**src/rtl/adder_seq_ctrl.sv**
```systemverilog
// Multi-cycle add/subtract controller: one SLICE-bit ripple slice reused
// over WIDTH/SLICE cycles with a registered inter-slice carry.
module adder_seq_ctrl #(
  parameter int WIDTH = 64,
  parameter int SLICE = 16
) (
  input  logic             clk,
  input  logic             rst_n,
  input  logic             in_valid,
  output logic             in_ready,
  input  logic [WIDTH-1:0] a,
  input  logic [WIDTH-1:0] b,
  input  logic             sub,
  input  logic             abort,
  output logic             out_valid,
  input  logic             out_ready,
  output logic [WIDTH-1:0] result,
  output logic             cout,
  output logic             of,
  output logic             zf,
  output logic             sf,
  output logic             busy
);

  localparam int NSLICE = WIDTH / SLICE;
  localparam int KW = (NSLICE > 1) ? $clog2(NSLICE) : 1;
  localparam logic [KW-1:0] KLAST = KW'(NSLICE - 1);

  typedef enum logic [1:0] {
    IDLE,
    RUN,
    DONE
  } state_e;

  state_e state_q, state_d;

  logic [NSLICE-1:0][SLICE-1:0] opa_q, opa_d;
  logic [NSLICE-1:0][SLICE-1:0] opb_q, opb_d;
  logic [NSLICE-1:0][SLICE-1:0] res_q, res_d;
  logic [KW-1:0] k_q, k_d;
  logic c_q, c_d;
  logic cout_q, cout_d;
  logic of_q, of_d;
  logic zf_q, zf_d;
  logic sf_q, sf_d;

  logic [SLICE:0] sum;
  logic cmsb;

  always_ff @(posedge clk or negedge rst_n) begin
    if (!rst_n) begin
      state_q <= IDLE;
      opa_q   <= '0;
      opb_q   <= '0;
      res_q   <= '0;
      k_q     <= '0;
      c_q     <= 1'b0;
      cout_q  <= 1'b0;
      of_q    <= 1'b0;
      zf_q    <= 1'b0;
      sf_q    <= 1'b0;
    end else begin
      state_q <= state_d;
      opa_q   <= opa_d;
      opb_q   <= opb_d;
      res_q   <= res_d;
      k_q     <= k_d;
      c_q     <= c_d;
      cout_q  <= cout_d;
      of_q    <= of_d;
      zf_q    <= zf_d;
      sf_q    <= sf_d;
    end
  end

  always_comb begin
    state_d = state_q;
    opa_d   = opa_q;
    opb_d   = opb_q;
    res_d   = res_q;
    k_d     = k_q;
    c_d     = c_q;
    cout_d  = cout_q;
    of_d    = of_q;
    zf_d    = zf_q;
    sf_d    = sf_q;

    sum = {1'b0, opa_q[k_q]} + {1'b0, opb_q[k_q]}
        + (SLICE+1)'(c_q);
    // carry into the slice MSB recovered from its sum bit
    cmsb = sum[SLICE-1] ^ opa_q[k_q][SLICE-1]
         ^ opb_q[k_q][SLICE-1];

    unique case (state_q)
      IDLE: begin
        if (in_valid) begin
          opa_d   = a;
          opb_d   = b ^ {WIDTH{sub}};
          c_d     = sub;
          k_d     = '0;
          state_d = RUN;
        end
      end
      RUN: begin
        if (abort) begin
          state_d = IDLE;
        end else begin
          res_d[k_q] = sum[SLICE-1:0];
          c_d = sum[SLICE];
          k_d = k_q + 1'b1;
          if (k_q == KLAST) begin
            cout_d  = sum[SLICE];
            of_d    = cmsb ^ sum[SLICE];
            zf_d    = ~|res_d;
            sf_d    = res_d[NSLICE-1][SLICE-1];
            state_d = DONE;
          end
        end
      end
      DONE: begin
        if (out_ready) state_d = IDLE;
      end
      default: state_d = IDLE;
    endcase
  end

  assign in_ready  = rst_n & (state_q == IDLE);
  assign busy      = (state_q == RUN);
  assign out_valid = (state_q == DONE);
  assign result    = res_q;
  assign cout      = cout_q;
  assign of        = of_q;
  assign zf        = zf_q;
  assign sf        = sf_q;

endmodule

```
**config.mk**
```make
export PLATFORM = sky130hd
export DESIGN_NAME = adder_seq_ctrl
export DESIGN_NICKNAME = d
export VERILOG_FILES = /design/src/rtl/adder_seq_ctrl.sv
export SDC_FILE = /design/constraint.sdc
export NUM_CORES = 1
export LEC_CHECK = 0
export CAP_MARGIN = 10
export CORE_MARGIN = 1.5
export CORE_UTILIZATION = 40
export DETAILED_ROUTE_END_ITERATION = 8
export GPL_TIMING_DRIVEN = 0
export HOLD_SLACK_MARGIN = 0.03
export SYNTH_ARGS = -nofsm -noshare
export SYNTH_HDL_FRONTEND = slang
export SYNTH_SLANG_ARGS = --single-unit
```
**constraint.sdc**
```tcl
create_clock -name clk -period 5.7 [get_ports clk]
set_input_delay 1.14 -clock clk [delete_from_list [all_inputs] [get_ports clk]]
set_output_delay 1.14 -clock clk [all_outputs]
set_load 0.05 [all_outputs]
```
## Yosys cells after proc, flatten, opt, wreduce, memory -nomap -nowiden

Index checks and enable logic that the tools add are counted.

| cells by class | value |
|---|---|
| equal/unequal tests | 7 |
| reductions and logical operators | 10 |
| add/subtract/negate cells | 3 |
| bitwise gates (word level) | 6 |
| $lt $le $gt $ge | 2 |
| mux-type cells | 18 |

Operators with widths:

| operator | number |
|---|---|
| $bmux 16 s2 | 2 |
| $bwmux 64 | 1 |
| $reduce_or 64->1 | 1 |
| $xor 64x64->64 | 1 |
| $mux 16 | 3 |
| $demux 16 s2 | 1 |
| $add 16x16->17 | 1 |
| $add 17x1->17 | 1 |
| $mux 2 | 6 |
| $reduce_and 3->1 | 3 |
| $pmux 2 s3 | 1 |
| $eq 2x2->1 const B | 2 |
| $ne 2x2->1 const B | 2 |
| $pmux 2 s2 | 1 |
| $reduce_and 2->1 | 2 |
| $lt 2x3->1 const B | 1 |
| $ne 3x2->1 const B | 1 |
| $xor 1x1->1 | 3 |
| $add 2x1->2 const B | 1 |
| $eq 2x1->1 const B | 1 |
| $ge 2x1->1 const B | 1 |
| $logic_not 2->1 | 1 |
| $mux 1 | 2 |
| $ne 2x1->1 const B | 1 |
| 6 further kinds | 6 |

| storage, ports and cells | value |
|---|---|
| bits of input ports | 134 |
| output and inout bits | 71 |
| bits in registers | 201 |

## Longest topological paths before layout

| depth | value |
|---|---|
| depth after elaboration | 7 |
| depth in mapped cells | 14 |

## Worst setup path after synthesis

Ideal clock, no wire load.

| timing path | value |
|---|---|
| path type | reg-to-reg |
| from | reg k_q[0] |
| to | reg zf_q (netlist: zf) |
| required time | 5.624 ns |
| slack | 1.461 ns |
| data arrival time | 4.162 ns |
| setup time | 0.076 ns |
| stages on the path, launching flop included | 13 |
| period minus slack after synthesis | 4.239 ns |
| cell sequence | dfrtp_1 > clkbuf_1 > buf_1 > mux4_2 > fa_1 > a211oi_4 > nor2_1 > mux2_4 > a2111oi_4 > o221ai_2 > a2111oi_2 > o2111ai_1 > o21ai_1 |

| on the way | value |
|---|---|
| word-level cells in the longest chain between the ends | 7 |
| elaborated cells on any way between the ends | 16 |

RTL lines:

| element | line | RTL |
|---|---|---|
| from (decl) | 40 | `logic [KW-1:0] k_q, k_d;` |
| from (signal assigned) | 67 | `k_q <= k_d;` |
| $bmux 16 s2, or another cell as far along | 88 | `sum = {1'b0, opa_q[k_q]} + {1'b0, opb_q[k_q]}` |
| $mux 16 (not written as such) / $logic_and 1x1->1 (equally long branches) | 88, 108 |  |
| $add 16x16->17 / $mux 16 (equally long branches) | 88, 108 |  |
| $add 17x1->17 / $demux 16 s2 (equally long branches) | 89, 108 |  |
| $bwmux 64 | 108 | `res_d[k_q] = sum[SLICE-1:0];` |
| $reduce_or 64->1 | 114 | `zf_d = ~\|res_d;` |
| $logic_not 1->1 | 114 |  |
| to (signal assigned) | 71 | `zf_q <= zf_d;` |
| to (decl) | 44 | `logic zf_q, zf_d;` |

Several ways; a longest one is shown, not always the timed one. The select of a mux whose other input is x is not followed.
A chain may end at the register's enable or synchronous reset.

## Worst setup path after layout

Ends and elaborated chain as after synthesis.

==> flow_summary_export.csv <==
group,metric,value,unit
status,status,"complete, no violations",
flow_run,cap_viol_max_count,0,
synthesis,synthCells,1060,
timing,fin_skew,10.7,ps
placement,placed_area,0.0128,mm^2
grt,grt_max_degree,117,
grt,track_usage,24.1,%
cts,cts-root-buf,"clkbuf_16",
die,die-width,163,um
detailed_routing,drt-vias-per-instance,5.22,
synthesis,synth.ff_latch_count,201,
synthesis,synth_most_common_cell,"nand2_1",
cells_and_area,nNetsFinal,1444,
die,ioPinCount,205,
synthesis,yosys.area.top_type,"dfrtp_1",
timing,final-setup-viol-count,0,
hold_path,holdCritPathClass,"flip-flop to flip-flop",
critical_path,endpoint_kind,"flip-flop",
timing,min_period,5130,ps
grt,grt_pass1_wl,49.0,mm
detailed_routing,dr_total_vias,8528,
synthesis,yosys_most_used_dff,"dfrtp_1",
timing,setup_tns,0,ps
cts,numCtsBuffers,22,
cells_and_area,multi_input_area,0.00487,mm^2
timing,finalCritPeriodShare,90.0,%
timing,setup_ws,571,ps
timing,hold_viol,0,
critical_path,critPathLaunchType,"flip-flop",
timing,slew_violations,0,
detailed_routing,routed_wl,31.4,mm
placement,port-buffer-count,203,
timing,slew-limit-headroom,35.9,%
grt,grt_pass1_vias,8520,
cts,cts.sinks,201,
placement,dp_slack,243,ps
critical_path,worst_r2r_startpoint,"k_q[0]$_DFFE_PN0P_",
die,core,0.0252,mm^2
synthesis,synth_fp_nets,1215,
synthesis,synth_edf_count,0,
detailed_routing,drc,0,
hold_path,min_to,"opa_q[40]$_DFFE_PN0P_",
critical_path,critPathMaxFanout,10,
hold_path,min_path_cells,2,
synthesis,async_flop_share,100,%
placement,dp_hpwl,23.7,mm
die,start_util,40.9,%
cts,clkTransAtPathRegs,60,ps
detailed_routing,dr.first_iter.drc_count,631,
detailed_routing,routedWlPerCell,19.2,um
cells_and_area,fillers,2308,
cells_and_area,area_growth,30.8,%
placement,place.gp.congestion,0.872,
timing,worst_slew_pin_slew,962,ps
die,die-height,163,um
cts,post-cts-setup-buffers,0,
cells_and_area,final_cell_area,0.0135,mm^2
synthesis,synth_seq_area_share,48.9,%
hold_path,worstHoldStart,"opa_q[40]$_DFFE_PN0P_",
synthesis,netlist.area_leader.share,48.9,%
die,num_rows,58,
critical_path,rr_worst_depth,12,
cts,htree_levels,1,
grt,antenna_found_initial,0,
cells_and_area,drive_above_1_share,7.67,%
critical_path,r2r_end,"zf$_DFFE_PN0P_",
synthesis,synth_area,0.0103,mm^2
critical_path,worst-r2r-setup-slack,570,ps
cts,clock_path_buffers,3,
synthesis,yosysWarnings,0,
cts,cts_tree,"done",
die,die_area,0.0267,mm^2
cells_and_area,num_antenna_cells,0,
detailed_routing,ant_nets,0,
timing,fmax,195,MHz
grt,overflow,0,
critical_path,crit_required,6130,ps
synthesis,synth_cell_types,77,
detailed_routing,first_pass_iters,5,
critical_path,arrival,5560,ps
synthesis,yosys-top-cells-count,"nand2_1 (340), dfrtp_1 (201), o21ai_0 (139)",
critical_path,cp-startpoint,"k_q[0]$_DFFE_PN0P_",
synthesis,syn_area_per_cell,9.71,um^2
synthesis,ys_top_cells_by_area,"dfrtp_1 (49%), nand2_1 (12%), mux4_2 (7.0%), o21ai_0 (6.8%), xnor2_1 (5.8%)",
cts,worstSkewPairLatency,500,ps
cells_and_area,regArea,0.00503,mm^2
critical_path,criticalPathCategory,"flip-flop to flip-flop",
timing,grt_setup_unrepaired,"no",
==> routing by layer <==
layer	vias to the layer above	part of all wire [%]	wire (um)	track usage, %
met5	-	0	0	0
met2	246	48	15000	39.9
met4	0	1.8	580	5.42
met1	4159	46	14300	33.9
met3	45	4.8	1500	2.69
li1	4078	-	-	-
==> flip-flops by register name (all words and copies together) (netlist names) <==
name / flops
opb_q: 64
zf: 1
state_q: 2
of: 1
c_q: 1
result: 64
cout: 1
opa_q: 64
k_q: 2
sf: 1
==> through the flow <==
stage | util, % | instances | hold slack [ps]
4_1_cts | 53.5 | 1634 | 475
3_5_place_dp | 50.7 | 1595 | 459
3_3_place_gp | 50.6 | 1593 | 454
6_report | 53.5 | 1634 | 468
2_1_floorplan | - | 1060 | 440
5_1_grt | 53.5 | 1634 | 491
==> cells by family (layout without fill, tap and decap cells) <==
| logic type | Yosys count | after routing | synth area share, % |
|---|---|---|---|
| XOR/XNOR | 72 | 72 | 6.34 |
| adder cells (fa/ha/maj) | 21 | 21 | 2.70 |
| flip-flops | 201 | 201 | 48.9 |
| multiplexers | 34 | 34 | 7.25 |
| AO/OA/AOI/OAI | 217 | 217 | 13.4 |
| AND/OR/NAND/NOR | 431 | 431 | 17.6 |
| buffers and inverters | 84 | 328 | 3.81 |
==> worst max-delay path, cell delays in order (launching register included) <==
cell       delay [ps]
dfrtp_1           400
clkbuf_1          490
clkbuf_2          510
mux4_2            650
fa_1              540
a211oi_4          400
o21ai_2           160
xnor2_1           730
a21boi_0          310
o221ai_2          130
a2111oi_2         360
o2111ai_1         220
o21ai_1           160
==> worst max path at each step <==
stage                endpoint  cells after the start
6_report       zf$_DFFE_PN0P_                     12
5_1_grt        zf$_DFFE_PN0P_                     12
4_1_cts        zf$_DFFE_PN0P_                     12
3_5_place_dp   zf$_DFFE_PN0P_                     12
3_3_place_gp         in_ready                      3
2_1_floorplan  zf$_DFFE_PN0P_                     12
==> cell usage in the layout (no fill, tap or decap), types with 4 or more instances in the layout <==
master	n
a21oi_1	10
clkbuf_1	59
mux4_2	32
clkdlybuf4s50_1	202
nor3_1	12
xnor2_1	68
nor2_1	18
buf_1	8
and2_1	5
o21ai_0	139
nor4_1	9
o2111ai_1	5
o21ai_1	4
ha_1	19
clkbuf_8	9
clkbuf_16	23
dfrtp_1	201
o21a_1	7
or3_1	4
nor2b_1	4
buf_6	4
or2_2	4
nand3_1	8
nand2_1	340
o211ai_1	6
nand2b_1	4
inv_1	14
a21o_1	7
==> layout make-up <==
cell class                      count  area share [%]
Tap cell                          330            3.07
Clock inverter                      3           0.112
Clock buffer                       36            5.01
Multi-Input combinational cell    775            36.2
Timing Repair Buffer              205            15.4
Buffer                             69            2.50
Sequential cell                   201            37.4
Inverter                           15           0.418
==> repair_timing <==
| item | in CTS | in global routing |
|---|---|---|
| gates resized for setup | 0 | 2 |
| hold endpoints to repair | 0 | 0 |
| hold buffers | 0 | 0 |
| endpoints found under the setup margin | 0 | 1 |
Power is left out: the tool's default activity adds up to more than one toggle a clock period on the data nets, which glitch-free logic cannot reach.
